===== config.mk =====
export PLATFORM = sky130hd
export DESIGN_NAME = ysyx_25020047_ctrl
export DESIGN_NICKNAME = d
export VERILOG_FILES = /design/src/rtl/ysyx_25020047_ctrl.sv
export SDC_FILE = /design/constraint.sdc
export NUM_CORES = 1
export LEC_CHECK = 0
export CORE_ASPECT_RATIO = 0.8
export CORE_UTILIZATION = 40
export DETAILED_ROUTE_END_ITERATION = 12
export SKIP_CTS_REPAIR_TIMING = 1
export SYNTH_ARGS = -nofsm -noshare
export SYNTH_HDL_FRONTEND = slang
export SYNTH_SLANG_ARGS = --single-unit

===== constraint.sdc =====
create_clock -name clk -period 2.4 [get_ports clk]
set_input_delay 0.6 -clock clk [delete_from_list [all_inputs] [get_ports clk]]
set_output_delay 0.6 -clock clk [all_outputs]
set_load 0.05 [all_outputs]

===== src/rtl/ysyx_25020047_ctrl.sv =====
// ysyx_25020047_ctrl -- multi-cycle instruction sequencing controller.
//
// Steps each instruction through FETCH -> EXEC -> (MEM) -> WB, handshaking
// with the fetch unit and the load/store unit. A 16-bit watchdog bounds the
// wait in FETCH and MEM. HALT (ebreak) and ERR (watchdog expiry) are sticky
// until reset.
//
// Ports:
//   clk, rst_n                      clock, asynchronous active-low reset
//   ifu_req_valid/ifu_req_ready     fetch request handshake
//   ifu_rvalid, inst_latch_en       fetched word valid / capture pulse
//   is_load..rd_wr                  decoded class flags (valid EXEC..WB)
//   lsu_req_valid/lsu_req_ready     memory request handshake
//   lsu_wen, lsu_done               store select / access completion
//   rf_wen, csr_wen, trap_en, pc_wen  writeback strobes (WB only)
//   state, retired, halted, err     status (registered)
module ysyx_25020047_ctrl #(
   parameter logic [15:0] TIMEOUT = 16'd255
) (
   input  logic        clk,
   input  logic        rst_n,
   output logic        ifu_req_valid,
   input  logic        ifu_req_ready,
   input  logic        ifu_rvalid,
   output logic        inst_latch_en,
   input  logic        is_load,
   input  logic        is_store,
   input  logic        is_ecall,
   input  logic        is_ebreak,
   input  logic        is_csr,
   input  logic        rd_wr,
   output logic        lsu_req_valid,
   output logic        lsu_wen,
   input  logic        lsu_req_ready,
   input  logic        lsu_done,
   output logic        rf_wen,
   output logic        csr_wen,
   output logic        trap_en,
   output logic        pc_wen,
   output logic [2:0]  state,
   output logic [31:0] retired,
   output logic        halted,
   output logic        err
);

   typedef enum logic [2:0] {
      S_FETCH = 3'd0,
      S_EXEC  = 3'd1,
      S_MEM   = 3'd2,
      S_WB    = 3'd3,
      S_HALT  = 3'd4,
      S_ERR   = 3'd5
   } state_t;

   state_t      r_state;
   logic        r_ifu_acc;   // fetch request accepted, now waiting for rvalid
   logic        r_lsu_acc;   // memory request accepted, now waiting for done
   logic [15:0] r_wdog;
   logic [31:0] r_retired;
   logic        r_halted;
   logic        r_err;

   logic        w_in_fetch;
   logic        w_in_mem;
   logic        w_in_wb;
   logic        w_ifu_hs;
   logic        w_ifu_done;
   logic        w_lsu_hs;
   logic        w_lsu_fin;
   logic [15:0] w_wdog_inc;
   logic        w_timeout;

   assign w_in_fetch = (r_state == S_FETCH);
   assign w_in_mem   = (r_state == S_MEM);
   assign w_in_wb    = (r_state == S_WB);

   // Response strobes only count once the request was accepted in an
   // earlier cycle, so a same-cycle ready+rvalid/done is just the handshake.
   assign w_ifu_hs   = w_in_fetch && !r_ifu_acc && ifu_req_ready;
   assign w_ifu_done = w_in_fetch &&  r_ifu_acc && ifu_rvalid;
   assign w_lsu_hs   = w_in_mem   && !r_lsu_acc && lsu_req_ready;
   assign w_lsu_fin  = w_in_mem   &&  r_lsu_acc && lsu_done;

   // The watchdog value including the current cycle; any progress made in
   // the cycle it reaches TIMEOUT takes precedence over the error.
   assign w_wdog_inc = r_wdog + 16'd1;
   assign w_timeout  = (w_in_fetch || w_in_mem) && (w_wdog_inc == TIMEOUT) &&
                       !(w_ifu_hs || w_ifu_done || w_lsu_hs || w_lsu_fin);

   // Requests and strobes decode combinationally; rst_n gates the fetch
   // request because the reset state itself is FETCH.
   assign ifu_req_valid = rst_n && w_in_fetch && !r_ifu_acc;
   assign inst_latch_en = w_ifu_done;
   assign lsu_req_valid = w_in_mem && !r_lsu_acc;
   assign lsu_wen       = lsu_req_valid && is_store;
   assign pc_wen        = w_in_wb;
   assign rf_wen        = w_in_wb && rd_wr;
   assign csr_wen       = w_in_wb && is_csr;
   assign trap_en       = w_in_wb && is_ecall;

   assign state   = r_state;
   assign retired = r_retired;
   assign halted  = r_halted;
   assign err     = r_err;

   always_ff @(posedge clk or negedge rst_n) begin
      if (!rst_n) begin
         r_state   <= S_FETCH;
         r_ifu_acc <= 1'b0;
         r_lsu_acc <= 1'b0;
         r_wdog    <= 16'd0;
         r_retired <= 32'd0;
         r_halted  <= 1'b0;
         r_err     <= 1'b0;
      end else begin
         case (r_state)
            S_FETCH: begin
               r_wdog <= w_wdog_inc;
               if (w_ifu_done) begin
                  r_state   <= S_EXEC;
                  r_ifu_acc <= 1'b0;
               end else if (w_timeout) begin
                  r_state <= S_ERR;
                  r_err   <= 1'b1;
               end else if (w_ifu_hs) begin
                  r_ifu_acc <= 1'b1;
               end
            end
            S_EXEC: begin
               if (is_ebreak) begin
                  r_state  <= S_HALT;
                  r_halted <= 1'b1;
               end else if (is_load || is_store) begin
                  r_state   <= S_MEM;
                  r_wdog    <= 16'd0;
                  r_lsu_acc <= 1'b0;
               end else begin
                  r_state <= S_WB;
               end
            end
            S_MEM: begin
               r_wdog <= w_wdog_inc;
               if (w_lsu_fin) begin
                  r_state   <= S_WB;
                  r_lsu_acc <= 1'b0;
               end else if (w_timeout) begin
                  r_state <= S_ERR;
                  r_err   <= 1'b1;
               end else if (w_lsu_hs) begin
                  r_lsu_acc <= 1'b1;
               end
            end
            S_WB: begin
               r_retired <= r_retired + 32'd1;
               r_state   <= S_FETCH;
               r_wdog    <= 16'd0;
               r_ifu_acc <= 1'b0;
            end
            S_HALT, S_ERR: begin
               r_state <= r_state;
            end
            default: begin
               // Unused encodings are treated as a fault.
               r_state <= S_ERR;
               r_err   <= 1'b1;
            end
         endcase
      end
   end

endmodule


After elaboration in Yosys (flattened, before gate mapping)
Index checks and enable logic that the tools add are counted.
{"block": "classes", "n_addsub": 2, "multipliers": 0, "n_div": 0, "magnitude_cmp": 0, "eq_ne": 14, "shift": 0, "n_mux": 23, "n_bitwise": 1, "n_reduce_logical": 36}
{"op": "case mux 16 bit (3 select lines)", "count": 1}
{"op": "adder 32 x 1 -> 32 bit (second input constant)", "count": 1}
{"op": "two-way mux 16 bit", "count": 2}
{"op": "adder 16 x 1 -> 16 bit (second input constant)", "count": 1}
{"op": "equality test 16 x 8 -> 1 bit (second input constant)", "count": 1}
{"op": "logical AND 1 bit", "count": 16}
{"op": "case mux 3 bit (5 select lines)", "count": 1}
{"op": "two-way mux 1 bit", "count": 12}
{"op": "two-way mux 3 bit", "count": 4}
{"op": "AND reduction 3 bit", "count": 3}
{"op": "inequality test 2 bit (second input constant)", "count": 4}
{"op": "equality test 3 x 2 -> 1 bit (second input constant)", "count": 2}
{"op": "equality test 3 bit (second input constant)", "count": 2}
{"op": "inequality test 3 x 1 -> 1 bit (second input constant)", "count": 2}
{"op": "inequality test 3 bit (second input constant)", "count": 2}
{"op": "logical OR 1 bit", "count": 5}
{"op": "AND reduction 5 bit", "count": 1}
{"op": "case mux 1 bit (2 select lines)", "count": 2}
{"op": "nonzero test 2 bit", "count": 2}
{"op": "OR reduction 2 bit", "count": 2}
{"op": "OR reduction 4 bit", "count": 1}
{"op": "equality test 3 x 1 -> 1 bit (second input constant)", "count": 1}
{"op": "logical NOT 1 bit", "count": 3}
{"op": "logical NOT 3 bit", "count": 1}
{"op": "other kinds (4)", "count": 4}
{"block": "totals", "reg_bits": 55, "latchBits": 0, "ram_bits": 0, "romBits": 0, "inputBits": 12, "output_inout_bits": 45, "word_cells": 83, "memories": 0}

Longest topological paths before layout
{"block": "depth", "depth_word": 11, "mapped_depth": 8, "ltp_nobuf": 7}

Worst setup path before layout
No wires, ideal clock.
{"block": "synth_path", "path_type": "register to output", "from": "reg r_state[2] (netlist: state[2])", "to": "out ifu_req_valid", "arrival_time_ps": 3091, "path_slack_ps": -1291, "path_stages_with_launch": 6, "n_path_buf": 3, "path_cell_list": "dfrtp_1 buf_6 or2_2 clkbuf_1 clkbuf_1 nor4b_1"}
{"block": "synth_via", "elab_chain_cells": 3}
{"element": "start: declaration", "line_no": "55", "rtl": "state_t r_state;"}
{"element": "start signal: assignment", "line_no": "160", "rtl": "r_state <= r_state;"}
{"element": "logical NOT 3 bit", "line_no": "73", "rtl": "assign w_in_fetch = (r_state == S_FETCH);"}
{"element": "logical AND 1 bit (2 in a row)", "line_no": "92", "rtl": "assign ifu_req_valid = rst_n && w_in_fetch && !r_ifu_acc;"}
{"element": "end: declaration", "line_no": "22", "rtl": "output logic ifu_req_valid,"}
Every way passes these cells.

Final worst setup path
{"block": "layout_path", "from": "reg r_retired[15] (netlist: retired[15])", "to": "out retired[15]"}
{"element": "start: declaration", "line_no": "59", "rtl": "logic [31:0] r_retired;"}
{"element": "start signal: assignment", "line_no": "154", "rtl": "r_retired <= r_retired + 32'd1;"}
{"element": "end: declaration", "line_no": "41", "rtl": "output logic [31:0] retired,"}
No word-level cell between the ends.

==> impl_metrics.ini <==
[status]
status = complete, no violations

[route]
detailedRoute.firstPassIterationCount = 4
wl_um = 6890
routedWlPerCell_um = 15.0
final_antenna_net_count = 0
routed_via_density = 5.45
remaining_drc_errors = 0
drc_marker_count_from_the_first_detailed_route_iteration = 87
via_count = 2506

[worst_hold_path]
min_to = retired[31]$_DFFE_PN0P_
worst_hold_path_type = register to register
hp-start = retired[31]$_DFFE_PN0P_
hold_path_depth = 1

[die]
die_width_um = 99.2
die_y_um = 79.8
floorplan.io_pins = 57
effective_utilization_at_floorplan_pct = 42.6
area_of_the_core_region_um2 = 7090
std_cell_rows = 27
die_area_um2 = 7910

[critical_path]
path_delay_family = buffers and inverters
worst-path-max-fanout = 7
timing.setup.critical_path_class = register to output port
rr_startpoint = r_wdog[0]$_DFFE_PN0P_
timing.critical_path.slowest_cell_delay_ns = 0.87
worstPathArrival_ns = 1.74
r2r_setup_slack_ns = 0.33
rr_endpoint = state[1]$_DFFE_PN0N_
timing.critical_path.from_type = register
worst_path_max_delay_cell = sky130_fd_sc_hd__clkdlybuf4s50_1
critical_path.cell_chain = clkdlybuf4s50_1
data_required_time_of_the_critical_path_ns = 1.80
worst_case_reg_to_reg_path_depth = 6
setup.worst_path.end_class = output port
worst_path_bufs_invs = 1

[global_route]
grt_start_max_net_pins = 56
grt_pass1_vias = 2374
grt_overflow_total = 0
grt_pass1_wl_um = 11900
grtUsageTotal_pct = 18.9
grt_antenna_before_repair = 0

[placed_design]
place_hpwl_um = 4880
post-place-ws_ns = 0.196
placement.io_buffers = 56
gp_congestion = 0.812

[pwr]
totalPowerFinal_mw = 1.99
powerDensity_nw_per_um2 = 513
peakVddDrop_mv = 0.324
leakage_nw = 1.66
clock_group_share_of_total_power_pct = 27.2
power_frac_seq_pct = 55.1
power_spent_charging_and_discharging_nets_uw = 644
proportion_of_power_drawn_by_combinational_gates_pct = 17.7
p_int_mw = 1.34
power.switching_fraction_pct = 32.4

[layout]
final_cell_mix = sky130_fd_sc_hd__dfrtp_1, sky130_fd_sc_hd__clkdlybuf4s50_1, sky130_fd_sc_hd__nand2_1
layout.cells.most_common = sky130_fd_sc_hd__dfrtp_1
num-fill-cells = 654
layout-area-overhead-vs-synth_pct = 28.1
fin_nets = 387
fin_util_pct = 54.6
insertedDiodeCount = 0
final_layout_size_suffix_gt1_share_pct = 12.6

[timing]
max_freq_ghz = 0.428
setup_repair_after_global_routing_missed_its_margin = false
clock-skew-final_ns = 0.00933
layout_setup_ws_ns = 0.0629
period_minus_slack_ns = 2.34
setup_violations = 0
slew-limit-headroom_pct = 53.0
timing_worst_slew_pin_value_ns = 0.704
slew_viol_final = 0
final-hold-violation-count = 0
final_min_period_over_clock_period_pct = 97.4

[synth]
synth_edf_count = 0
synth_nets = 330
seq_area_frac_synth_pct = 45.5
synth.yosys.warnings = 0
synth-seq-cells = 55
synth.cell_area_um2 = 3020
ys_types = 53
synthCells = 315
synth_flop_cell = sky130_fd_sc_hd__dfrtp_1
synth_area_per_cell_um2 = 9.60
ys_async_sr_fraction_pct = 100

[cts]
cts.sinks = 55
cts_buffers = 5
ctsHtreeMaxLevel = 2
clk_pin_slew_ns = 0.11
clockRootBuffer = sky130_fd_sc_hd__clkbuf_8
clk_path_buf_depth = 2
cts_tree = built
worstSkewPairLatency_ns = 0.31

[run]
drv.max_cap_violation_count = 0
[metal layers]
layer / vias to the layer above / part of all wire [%] / GRT usage, %
met5: - / 0 / 0
met4: 0 / 0.71 / 3.97
met3: 5 / 4.5 / 3.33
met2: 53 / 43 / 28.5
met1: 1220 / 52 / 28.2
li1: 1228 / - / -
[per-stage QoR]
step	hold WS (ns)	setup TNS [ns]	instance area, µm²	std cells
after floorplan	0.304	-0.0157	3070	315
after global placement	0.459	0	3780	452
after CTS	0.480	0	3870	460
final	0.475	0	3870	460
after global routing	0.497	0	3870	460
after detailed placement	0.465	0	3780	452
[worst reg2reg max path, cell delays in order (launching register included)]
cell                      delay (ns)
sky130_fd_sc_hd__dfrtp_1        0.48
sky130_fd_sc_hd__ha_1           0.39
sky130_fd_sc_hd__nand3_1        0.14
sky130_fd_sc_hd__xor2_1         0.17
sky130_fd_sc_hd__nor3_1         0.36
sky130_fd_sc_hd__nand3_1        0.19
sky130_fd_sc_hd__o211a_1        0.24
[area by class of cell]
cell class                      count  area, µm²  share of cell area (%)
Sequential cell                    55       1380                    35.6
Multi-Input combinational cell    238       1570                    40.5
Inverter                            9       33.8                   0.872
Tap cell                           87        109                    2.81
Clock buffer                        5       68.8                    1.78
Timing Repair Buffer               63        688                    17.8
Clock inverter                      3       22.5                   0.582
[cell usage after synthesis (2+ instances only)]
cell type                  number  share of area [%]
sky130_fd_sc_hd__buf_2          2               0.33
sky130_fd_sc_hd__nand2b_1       4               0.83
sky130_fd_sc_hd__xor2_1        13                3.8
sky130_fd_sc_hd__xnor2_1       23                6.7
sky130_fd_sc_hd__inv_1          9                1.1
sky130_fd_sc_hd__nand4_4        2                1.4
sky130_fd_sc_hd__and3_1        10                2.1
sky130_fd_sc_hd__nor2_1        18                2.2
sky130_fd_sc_hd__buf_4          3               0.74
sky130_fd_sc_hd__and2_1         6                1.2
sky130_fd_sc_hd__a31oi_1        4               0.83
sky130_fd_sc_hd__nor4_2         2               0.83
sky130_fd_sc_hd__or2_2          2               0.41
sky130_fd_sc_hd__or3_1          2               0.41
sky130_fd_sc_hd__ha_1           3                1.2
sky130_fd_sc_hd__nand4_2        3                1.2
sky130_fd_sc_hd__nand3_1       16                2.6
sky130_fd_sc_hd__o21ai_0       30                5.0
sky130_fd_sc_hd__nand4_1        9                1.9
sky130_fd_sc_hd__nor4b_1        3               0.87
sky130_fd_sc_hd__o21ai_1        3               0.50
sky130_fd_sc_hd__and4_1         2               0.58
sky130_fd_sc_hd__o31ai_1        2               0.50
sky130_fd_sc_hd__nor2b_1        2               0.41
sky130_fd_sc_hd__mux2i_1        4                1.3
sky130_fd_sc_hd__clkbuf_1       7               0.87
sky130_fd_sc_hd__nor3_1        12                2.0
sky130_fd_sc_hd__a21oi_1       10                1.7
sky130_fd_sc_hd__dfrtp_1       55                 46
sky130_fd_sc_hd__nand2_1       31                3.8
[power groups by stage]
| stage | registers [mW] | logic [mW] | clock network [mW] |
|---|---|---|---|
| floorplan | 1.16 | 0.158 | 0 |
| global placement | 1.11 | 0.352 | 0 |
| detailed placement | 1.11 | 0.356 | 0 |
| CTS | 1.09 | 0.357 | 0.557 |
| global route | 1.11 | 0.393 | 0.593 |
| finish | 1.09 | 0.352 | 0.539 |
[worst max-delay path by stage]
stage / from / to / slack (ns) / cells after the start
after global routing: retired[15]$_DFFE_PN0P_ / retired[15] / 0.003 / 1
after CTS: retired[15]$_DFFE_PN0P_ / retired[15] / 0.05 / 1
after floorplan: state[2]$_DFFE_PN0N_ / ifu_req_valid / -0.02 / 5
after detailed placement: ifu_rvalid / inst_latch_en / 0.20 / 4
final: retired[15]$_DFFE_PN0P_ / retired[15] / 0.06 / 1
after global placement: ifu_rvalid / inst_latch_en / 0.19 / 4
[flip-flops by register name (all words and copies together), names as in the netlist]
signal / flops
state: 3
err: 1
halted: 1
retired: 32
r_ifu_acc: 1
r_lsu_acc: 1
r_wdog: 16
[cell families after synthesis]
| group | share of synthesized area, % |
|---|---|
| XOR/XNOR | 10.4 |
| multiplexers | 1.70 |
| AND/OR/NAND/NOR | 26.0 |
| adder cells (fa/ha/maj) | 1.24 |
| buffers and inverters | 3.43 |
| AO/OA/AOI/OAI | 11.7 |
| flip-flops | 45.5 |
(Power assumes the default switching activity.)
